<file path="src/rtl/id_pool_nwmr.sv">
// Free-list ID pool with N_WR release lanes and N_RD allocate lanes, FIFO hand-out order.
// An allocated-ID bitmap rejects releases of IDs that are out of range, not held, or duplicated in one cycle.
module id_pool_nwmr_rel_lane #(
    parameter int DEPTH = 16,
    parameter int ID_W  = 4,
    parameter int CNT_W = 5
) (
    input  logic             srdy,
    input  logic [CNT_W-1:0] rank,
    input  logic [CNT_W-1:0] free_slots,
    input  logic [ID_W-1:0]  id,
    input  logic [DEPTH-1:0] alloc,
    output logic             drdy,
    output logic             known
);
    // rank counts requesting lanes up to and including this one, so holes compact
    assign drdy  = srdy && (rank <= free_slots);
    assign known = (int'(id) < DEPTH) ? alloc[id] : 1'b0;
endmodule

module id_pool_nwmr #(
    parameter int DEPTH = 16,
    parameter int ID_W  = $clog2(DEPTH),
    parameter int N_WR  = 2,
    parameter int N_RD  = 2,
    parameter int CNT_W = $clog2(DEPTH + 1)
) (
    input  logic                 clk,
    input  logic                 rst_n,
    input  logic [N_WR-1:0]      c_srdy,
    output logic [N_WR-1:0]      c_drdy,
    input  logic [N_WR*ID_W-1:0] c_data,
    output logic [N_RD-1:0]      p_srdy,
    input  logic [N_RD-1:0]      p_drdy,
    output logic [N_RD*ID_W-1:0] p_data,
    output logic [CNT_W-1:0]     usage,
    output logic                 err_dbl_rel
);
    localparam int AW = ID_W + 1;

    function automatic logic [ID_W-1:0] wrap(input logic [AW-1:0] a);
        return (a >= AW'(DEPTH)) ? ID_W'(a - AW'(DEPTH)) : a[ID_W-1:0];
    endfunction

    logic [DEPTH-1:0][ID_W-1:0] slots;
    logic [ID_W-1:0]            rd_ptr, wr_ptr;
    logic [DEPTH-1:0]           alloc, alloc_n;

    logic [N_RD-1:0][ID_W-1:0]  rd_idx, pdat;
    logic [N_RD-1:0]            pop;
    logic [CNT_W-1:0]           pop_cnt, push_cnt, free_slots;

    logic [N_WR-1:0][ID_W-1:0]  rel_id, wr_idx;
    logic [N_WR-1:0][CNT_W-1:0] rank;
    logic [N_WR-1:0]            known, valid;

    assign p_data     = pdat;
    assign rel_id     = c_data;
    assign free_slots = CNT_W'(DEPTH) - usage;

    genvar k;
    generate
        for (k = 0; k < N_RD; k++) begin : g_rd
            assign rd_idx[k] = wrap({1'b0, rd_ptr} + AW'(k));
            assign p_srdy[k] = usage > CNT_W'(k);
            assign pdat[k]   = slots[rd_idx[k]];
            assign pop[k]    = p_srdy[k] & (&p_drdy[k:0]);
        end
        for (k = 0; k < N_WR; k++) begin : g_wr
            id_pool_nwmr_rel_lane #(.DEPTH(DEPTH), .ID_W(ID_W), .CNT_W(CNT_W)) u_lane (
                .srdy       (c_srdy[k]),
                .rank       (rank[k]),
                .free_slots (free_slots),
                .id         (rel_id[k]),
                .alloc      (alloc),
                .drdy       (c_drdy[k]),
                .known      (known[k])
            );
        end
    endgenerate

    always_comb begin
        pop_cnt = '0;
        for (int i = 0; i < N_RD; i++) pop_cnt += CNT_W'(pop[i]);
    end

    always_comb begin
        logic [CNT_W-1:0] r;
        r = '0;
        for (int i = 0; i < N_WR; i++) begin
            r += CNT_W'(c_srdy[i]);
            rank[i] = r;
        end
    end

    // Duplicate check is against any lower accepted lane, valid or not
    always_comb begin
        logic dup;
        push_cnt = '0;
        for (int i = 0; i < N_WR; i++) begin
            dup = 1'b0;
            for (int j = 0; j < i; j++)
                if (c_drdy[j] && rel_id[j] == rel_id[i]) dup = 1'b1;
            valid[i]  = c_drdy[i] & known[i] & ~dup;
            wr_idx[i] = wrap({1'b0, wr_ptr} + AW'(push_cnt));
            push_cnt += CNT_W'(valid[i]);
        end
    end

    always_comb begin
        alloc_n = alloc;
        for (int i = 0; i < N_RD; i++)
            if (pop[i]) alloc_n[pdat[i]] = 1'b1;
        for (int i = 0; i < N_WR; i++)
            if (valid[i]) alloc_n[rel_id[i]] = 1'b0;
    end

    always_ff @(posedge clk or negedge rst_n) begin
        if (!rst_n) begin
            for (int i = 0; i < DEPTH; i++) slots[i] <= ID_W'(i);
            rd_ptr      <= '0;
            wr_ptr      <= '0;
            usage       <= CNT_W'(DEPTH);
            alloc       <= '0;
            err_dbl_rel <= 1'b0;
        end else begin
            for (int i = 0; i < N_WR; i++)
                if (valid[i]) slots[wr_idx[i]] <= rel_id[i];
            rd_ptr      <= wrap({1'b0, rd_ptr} + AW'(pop_cnt));
            wr_ptr      <= wrap({1'b0, wr_ptr} + AW'(push_cnt));
            usage       <= usage + push_cnt - pop_cnt;
            alloc       <= alloc_n;
            err_dbl_rel <= err_dbl_rel | (|(c_drdy & ~valid));
        end
    end

    a_usage_max: assert property (@(posedge clk) disable iff (!rst_n) usage <= CNT_W'(DEPTH));
    a_usage_min: assert property (@(posedge clk) disable iff (!rst_n)
                                  (AW'(usage) + AW'(push_cnt)) >= AW'(pop_cnt));
endmodule
</file>
<file path="config.mk">
export PLATFORM = sky130hd
export DESIGN_NAME = id_pool_nwmr
export DESIGN_NICKNAME = d
export VERILOG_FILES = /design/src/rtl/id_pool_nwmr.sv
export SDC_FILE = /design/constraint.sdc
export NUM_CORES = 1
export LEC_CHECK = 0
export BUFFER_PORTS_ARGS = -buffer_cell sky130_fd_sc_hd__clkbuf_2
export CAP_MARGIN = 20
export CORE_UTILIZATION = 45
export CTS_BUF_LIST = sky130_fd_sc_hd__clkbuf_8
export CTS_CLUSTER_DIAMETER = 100
export DETAILED_ROUTE_END_ITERATION = 8
export HOLD_SLACK_MARGIN = 0.12
export PLACE_DENSITY = 0.6
export SYNTH_ARGS = -nofsm -noshare
export SYNTH_HDL_FRONTEND = slang
export SYNTH_SLANG_ARGS = --single-unit
</file>
<file path="constraint.sdc">
create_clock -name clk -period 4.92 [get_ports clk]
set_input_delay 1.23 -clock clk [delete_from_list [all_inputs] [get_ports clk]]
set_output_delay 1.23 -clock clk [all_outputs]
set_load 0.03 [all_outputs]
</file>
==> impl_metrics.py, run 1 <==
metrics = {
    "final_layout": {
        "antenna_cells": 0,
        "layout.nets": 688,
        "drive_gt1_share_pct": 34.5,
        "fillers": 1395,
        "multi_input_area_um2": 4420,
        "regArea_um2": 2390,
        "area_growth_syn_to_layout_pct": 7.88,
        "utilization_pct": 50.2,
    },
    "sta": {
        "setup_viol": 0,
        "worst_clock_skew_ns": 0.0160,
        "tns_ns": 0,
        "drv_slew": 0,
        "worst_slew_pin_slew_ns": 1.01,
        "fin_crit_ns": 4.29,
        "fin_ws_ns": 0.634,
        "rsz0062_at_grt": "false",
        "post-route-period-util_pct": 87.1,
        "hold_viol": 0,
        "max_freq_mhz": 233,
        "maxSlewHeadroom_pct": 32.6,
    },
    "synthesis": {
        "synth_area_per_cell_um2": 11.5,
        "yosysMostFrequentCell": "mux2i_1",
        "synth_common_cells": "mux2i_1 (84), mux2_2 (69), dfrtp_1 (61)",
        "syn-cell-area_um2": 7150,
        "synth_top_area_share_pct": 21.4,
        "synth_seq_cells": 94,
        "yosysWarnings": 0,
        "yosys-top-cells-area": "dfrtp_1 (21%), dfstp_2 (12%), mux2i_1 (12%)",
        "yosysTopAreaCell": "dfrtp_1",
        "synth-async-reset-ratio_pct": 100,
        "syn-instance-count": 624,
        "synth_enable_flop_cells": 0,
        "yosys_most_used_dff": "dfrtp_1",
        "seq_area_frac_synth_pct": 33.5,
        "ys_types": 57,
        "syn_nets": 665,
    },
    "setup_path": {
        "critPathSlowestCell": "ha_1",
        "worst-setup-path-type": "flip-flop to primary output",
        "crit_required_ns": 3.69,
        "cp_cell_sequence": "ha_1, buf_4, nor2b_1, a32oi_1, a21oi_1, inv_1, clkbuf_2",
        "rr_worst_depth": 20,
        "r2r_setup_slack_ns": 0.80,
        "crit_family": "adder cells",
        "worst-path-buf-inv": 3,
        "critPathArrivalTime_ns": 3.06,
        "endpoint_kind": "primary output",
        "cp.depth": 7,
        "cp_max_fo": 18,
        "cp-start-kind": "flip-flop",
        "max_stage_delay_ns": 0.63,
    },
    "drt": {
        "routed_via_density": 6.37,
        "ant_nets": 0,
        "wl_per_cell_um": 24.4,
        "drc": 0,
        "drtIter0Drc": 447,
        "drtPass1Iterations": 5,
        "vias": 5496,
        "wl_um": 21100,
    },
    "run_status": {
        "status": "finished, final reports clean",
    },
    "clock_tree": {
        "cts_made_buffers": 9,
        "cts_tree": "built",
        "clk_pin_slew_ns": 0.10,
        "cts-hold-fix-buffers": 0,
        "clock-root-buffer": "clkbuf_8",
        "cts.htree.levels": 3,
        "clock_latency_ns": 0.39,
        "cts-resized-gates": 0,
        "clockBufferDepth": 2,
        "cts.sinks": 94,
        "postCtsSetupRepairBufs": 0,
    },
    "placed_design": {
        "dpl.hpwl_um": 15500,
        "dpl_worst_slack_ns": 0.360,
        "port_buffers": 31,
        "finalWeightedCongestion": 0.952,
    },
    "floorplanning": {
        "dieArea_um2": 16400,
        "ios": 32,
        "start_util_pct": 46.5,
        "die_y_um": 128,
        "fp-row-count": 45,
        "die_x_um": 128,
        "core_area_um2": 15400,
    },
    "power_and_ir_drop": {
        "ir_worst_vdd_mv": 0.358,
        "power.leakage_nw": 3.34,
        "power_frac_clock_pct": 8.6,
        "pwr-share-comb_pct": 64.3,
        "pwr-share-seq_pct": 27.1,
        "power_density_nw_per_um2": 767,
        "p_int_mw": 2.94,
        "finalPower_mw": 5.92,
        "switchingPower_mw": 2.98,
        "p_sw_share_pct": 50.3,
    },
    "min_path": {
        "hold_depth": 1,
        "hold_path_class": "flip-flop to flip-flop",
    },
    "global_route": {
        "grt.overflow.total": 0,
        "grt_max_degree": 59,
        "grt_pass1_vias": 5656,
        "grt_util_all_layers_pct": 27.4,
        "antenna_found_initial": 0,
        "grt_pass1_wl_um": 33200,
    },
    "flow_run": {
        "maxCapViolations": 0,
    },
}
[path summary, 6_finish.rpt]
path                              from     endpoint
max                          rd_ptr[0]    p_data[4]
min                        err_dbl_rel  err_dbl_rel
max reg2reg                   usage[2]     usage[4]
min reg2reg                err_dbl_rel  err_dbl_rel
max in group asynchronous        rst_n    slots[22]
min in group asynchronous        rst_n     usage[3]
[power groups by stage]
stage / combinational [mW] / clock (mW) / sequential [mW]
after floorplan: 2.80 / 0 / 1.47
after CTS: 3.76 / 0.528 / 1.59
after detailed placement: 3.75 / 0 / 1.61
after global placement: 3.71 / 0 / 1.59
after global routing: 4.08 / 0.554 / 1.64
final: 3.80 / 0.509 / 1.61
[sequential cells by signal (all words and copies together), names as in the netlist]
signal and count:
err_dbl_rel 1, wr_ptr 4, usage 5, slots 64, rd_ptr 4, alloc 16
[per-stage QoR]
stage / area, um2 / cells / hold WS, ns
2_1_floorplan: 7150 / 624 / 0.538
3_3_place_gp: 7530 / 847 / 0.480
3_5_place_dp: 7530 / 847 / 0.485
4_1_cts: 7710 / 863 / 0.510
5_1_grt: 7710 / 863 / 0.522
6_report: 7710 / 863 / 0.516
[kinds of logic (layout without fill, tap and decap cells)]
kind of cell | after synthesis | after routing | share of synthesized area [%]
AO/OA/AOI/OAI | 73 | 73 | 8.19
adder cells (fa/ha/maj) | 27 | 27 | 5.15
buffers and inverters | 75 | 103 | 4.80
AND/OR/NAND/NOR | 158 | 158 | 14.8
multiplexers | 182 | 182 | 31.6
flip-flops | 94 | 94 | 33.5
XOR/XNOR | 15 | 15 | 1.94
[layer usage]
metal | GRT usage (%) | routed length, um
met4 | 10.4 | 615
met2 | 44.6 | 9950
met3 | 5.26 | 1420
met5 | 0 | 0
met1 | 36.3 | 9070
[final cells by class]
type	count	area share (%)
clock buffers	9	1.61
repair buffers	54	4.28
flip-flops and latches	94	31.1
well taps	211	3.42
clock inverters	7	0.746
multi-input cells	455	57.3
inverters	33	1.61
[cell usage in the layout, fill, tap and decap left out, drive strengths merged, types with 2 or more instances in the layout]
master,netlist,layout
a211oi,5,5
a21oi,8,8
a221oi,33,33
a22o,2,2
a22oi,8,8
a31oi,5,5
a32oi,3,3
and2,14,14
and3,4,4
buf,23,24
clkbuf,19,39
clkinv,2,4
dfrtp,61,61
dfstp,33,33
fa,4,4
ha,23,23
inv,31,35
mux2,70,70
mux2i,84,84
mux4,28,28
nand2,24,24
nand2b,2,2
nand3,20,20
nand3b,11,11
nand4,5,5
nor2,22,22
nor2b,19,19
nor3,25,25
nor4,5,5
o21ai,3,3
or3,2,2
xnor2,7,7
xor2,8,8
Power figures use the tool's default switching activity.
==> run 2: changes to the inputs <==
- BUFFER_PORTS_ARGS: -buffer_cell sky130_fd_sc_hd__clkbuf_2 -> -buffer_cell sky130_fd_sc_hd__buf_4
- PLACE_DENSITY: 0.6 -> 0.63
- SYNTH_HIERARCHICAL: default -> 1
- clock period: 4.92 -> 3.4 ns (I/O delays scaled with it)
==> run 2 against run 1 <==
Against the previous run:
- the run now ends with setup timing left
- flip-flop and latch count unchanged
- core utilization up 8.9 points
- total power up 83%
- design area up 21%
- critical path depth up 18
- register-to-register slack worse by 1.1 ns
- die area up 2.0%
- clock power up 60%
- final cell count up 21%
- largest cell class unchanged
==> impl_metrics.py, run 2 <==
metrics = {
    "synthesis": {
        "synth_xor_area_share_pct": 2.51,
        "syn-cell-area_um2": 7290,
        "yosysTopAreaCell": "dfrtp_1",
        "synth_top_family_by_area": "multiplexers",
        "seq_area_frac_synth_pct": 32.8,
        "yosys-top-cells-area": "dfrtp_1 (21%), dfstp_2 (12%), mux2i_1 (10%)",
        "synthMuxAreaShare_pct": 26.9,
        "yosys_most_used_dff": "dfrtp_1",
        "synth_area_per_cell_um2": 10.1,
        "synth_seq_cells": 94,
        "synth_simple_gate_area_share_pct": 14.0,
        "synth-async-reset-ratio_pct": 100,
        "yosysMostFrequentCell": "mux2i_1",
        "synth_common_cells": "mux2i_1 (76), dfrtp_1 (61), nor2_1 (59)",
        "synth_top_area_share_pct": 20.9,
        "synth_enable_flop_cells": 0,
        "ys_types": 69,
        "yosysWarnings": 6,
        "synth_compound_area_share_pct": 12.4,
        "syn-instance-count": 724,
        "synth-adder-area-share_pct": 6.04,
    },
    "sta": {
        "fin_ws_ns": -0.258,
        "rsz0062_at_grt": "true",
        "worst_slew_pin_slew_ns": 0.728,
        "fin_crit_ns": 3.66,
        "maxSlewHeadroom_pct": 51.5,
        "worst_clock_skew_ns": 0.0232,
        "holdWs_ns": 0.488,
        "hold_viol": 0,
        "post-route-period-util_pct": 108,
        "setup_viol": 59,
        "drv_slew": 0,
        "max_freq_mhz": 273,
    },
    "power_and_ir_drop": {
        "power_density_nw_per_um2": 1160,
        "finalPower_mw": 10.8,
        "ir_worst_vdd_mv": 0.510,
        "power.leakage_nw": 3.90,
    },
    "global_route": {
        "grt_util_all_layers_pct": 27.9,
        "grt_pass1_vias": 6342,
        "grt.overflow.total": 0,
        "antenna_found_initial": 0,
        "grt_pass1_wl_um": 35200,
        "grt_max_degree": 52,
    },
    "final_layout": {
        "largest-register": "slots",
        "layout_common_cells": "buf_4 (112), mux2i_1 (74), dfrtp_1 (56)",
        "fillers": 1304,
        "layout.nets": 875,
        "largest_reg_flops": 64,
        "utilization_pct": 59.0,
        "area_growth_syn_to_layout_pct": 28.1,
        "final_common_cell": "buf_4",
        "drive_gt1_share_pct": 43.8,
        "final-instance-count-excl-fill": 1048,
        "reg_top3": "slots (64), alloc (16), usage (5)",
        "antenna_cells": 0,
    },
    "setup_path": {
        "critPathArrivalTime_ns": 3.97,
        "worst-path-buf-inv": 9,
        "r2r_setup_slack_ns": -0.26,
        "cp_max_fo": 3,
        "max_stage_delay_ns": 0.42,
        "crit_family": "adder cells",
        "endpoint_kind": "flip-flop",
        "cp-start-kind": "flip-flop",
        "critPathSlowestCell": "dfrtp_2",
        "worst-setup-path-type": "flip-flop to flip-flop",
        "crit_top_cell": "ha_4",
        "crit_required_ns": 3.71,
    },
    "clock_tree": {
        "clockBufferDepth": 2,
        "cts_tree": "built",
        "cts-hold-fix-buffers": 0,
        "cts_made_buffers": 9,
        "clk_pin_slew_ns": 0.12,
        "clock-root-buffer": "clkbuf_8",
        "cts.htree.levels": 3,
        "clock_latency_ns": 0.40,
        "cts.sinks": 94,
    },
    "drt": {
        "wl_per_cell_um": 21.5,
        "drtPass1Iterations": 5,
        "routed_via_density": 6.01,
        "vias": 6301,
        "drtIter0Drc": 418,
        "wl_um": 22600,
        "ant_nets": 0,
        "drc": 0,
    },
    "min_path": {
        "hold_path_class": "input pin to asynchronous set/reset pin",
    },
    "placed_design": {
        "finalWeightedCongestion": 0.920,
        "dpl.hpwl_um": 16000,
        "port_buffers": 31,
        "dp_cells": 1012,
    },
    "flow_run": {
        "maxCapViolations": 0,
    },
    "run_status": {
        "failed_checks": "setup timing",
        "status": "finished, violations left",
    },
    "floorplanning": {
        "ios": 32,
        "die_y_um": 129,
        "die_x_um": 129,
        "start_util_pct": 46.1,
        "dieArea_um2": 16700,
        "fp-row-count": 46,
        "core_area_um2": 15800,
    },
}
## run 2: cell types whose count changed in the layout (fill, tap and decap cells not counted), moves of 19 or more
cell	change
nand2_1	+22
buf_4	+88
mux2_4	+19
a221oi_1	-29
a21oi_1	+31
mux2_2	-42
clkbuf_2	-30
## run 2: cell type report
class	count	area, um2	share of cell area, %
multi-input combinational	549	5210	55.8
clock buffer	9	124	1.33
sequential	94	2400	25.7
clock inverter	7	78.8	0.844
timing repair buffer	131	1090	11.7
inverter	42	165	1.77
tap	216	270	2.89
## run 2: what timing repair did
item                       in CTS  in global routing
gates cloned                    1                  1
gates resized for setup        68                 76
buffers inserted                8                 11
pin swaps                      14                 12
setup endpoints to repair      77                 78
## run 2: final timing paths
kind                                  start          end  depth (start not counted)
worst max-delay path               usage[2]     usage[4]                         25
worst min register to register  err_dbl_rel  err_dbl_rel                          1
worst min-delay path                  rst_n    wr_ptr[0]                          1
max in group asynchronous             rst_n    slots[41]                          2
worst max register to register     usage[2]     usage[4]                         25
min in group clk                err_dbl_rel  err_dbl_rel                          1
## run 2: report_power, final
part	internal (mW)	total [mW]	switching (mW)
clock	0.350	0.814	0.464
combinational	3.72	7.70	3.98
sequential	1.74	2.31	0.573
total	5.81	10.8	5.02
## run 2: logic make-up after synthesis
family	after synthesis
multiplexers	151
AND/OR/NAND/NOR	197
XOR/XNOR	20
AO/OA/AOI/OAI	140
buffers and inverters	87
adder cells (fa/ha/maj)	34
other	1
flip-flops	94
## run 2: metrics by stage
stage,setup TNS (ns),cell area (um2),setup slack [ns]
after floorplan,-29.01,7490,-0.567
after global placement,-12.70,8360,-0.405
after detailed placement,-19.91,8360,-0.437
after CTS,-2.49,8970,-0.290
after global routing,-17.14,9340,-0.480
final,-5.79,9340,-0.258
## run 2: per-layer routing
metal  track usage [%]  wire length, um  part of all wire, %  up-vias
met5                 0                0                    0        -
met4              10.9              669                  3.0        0
met3              3.67             1060                  4.7       42
met2              47.1            11100                   49      204
met1              36.4             9770                   43     3188
li1                  -                -                    -     2867
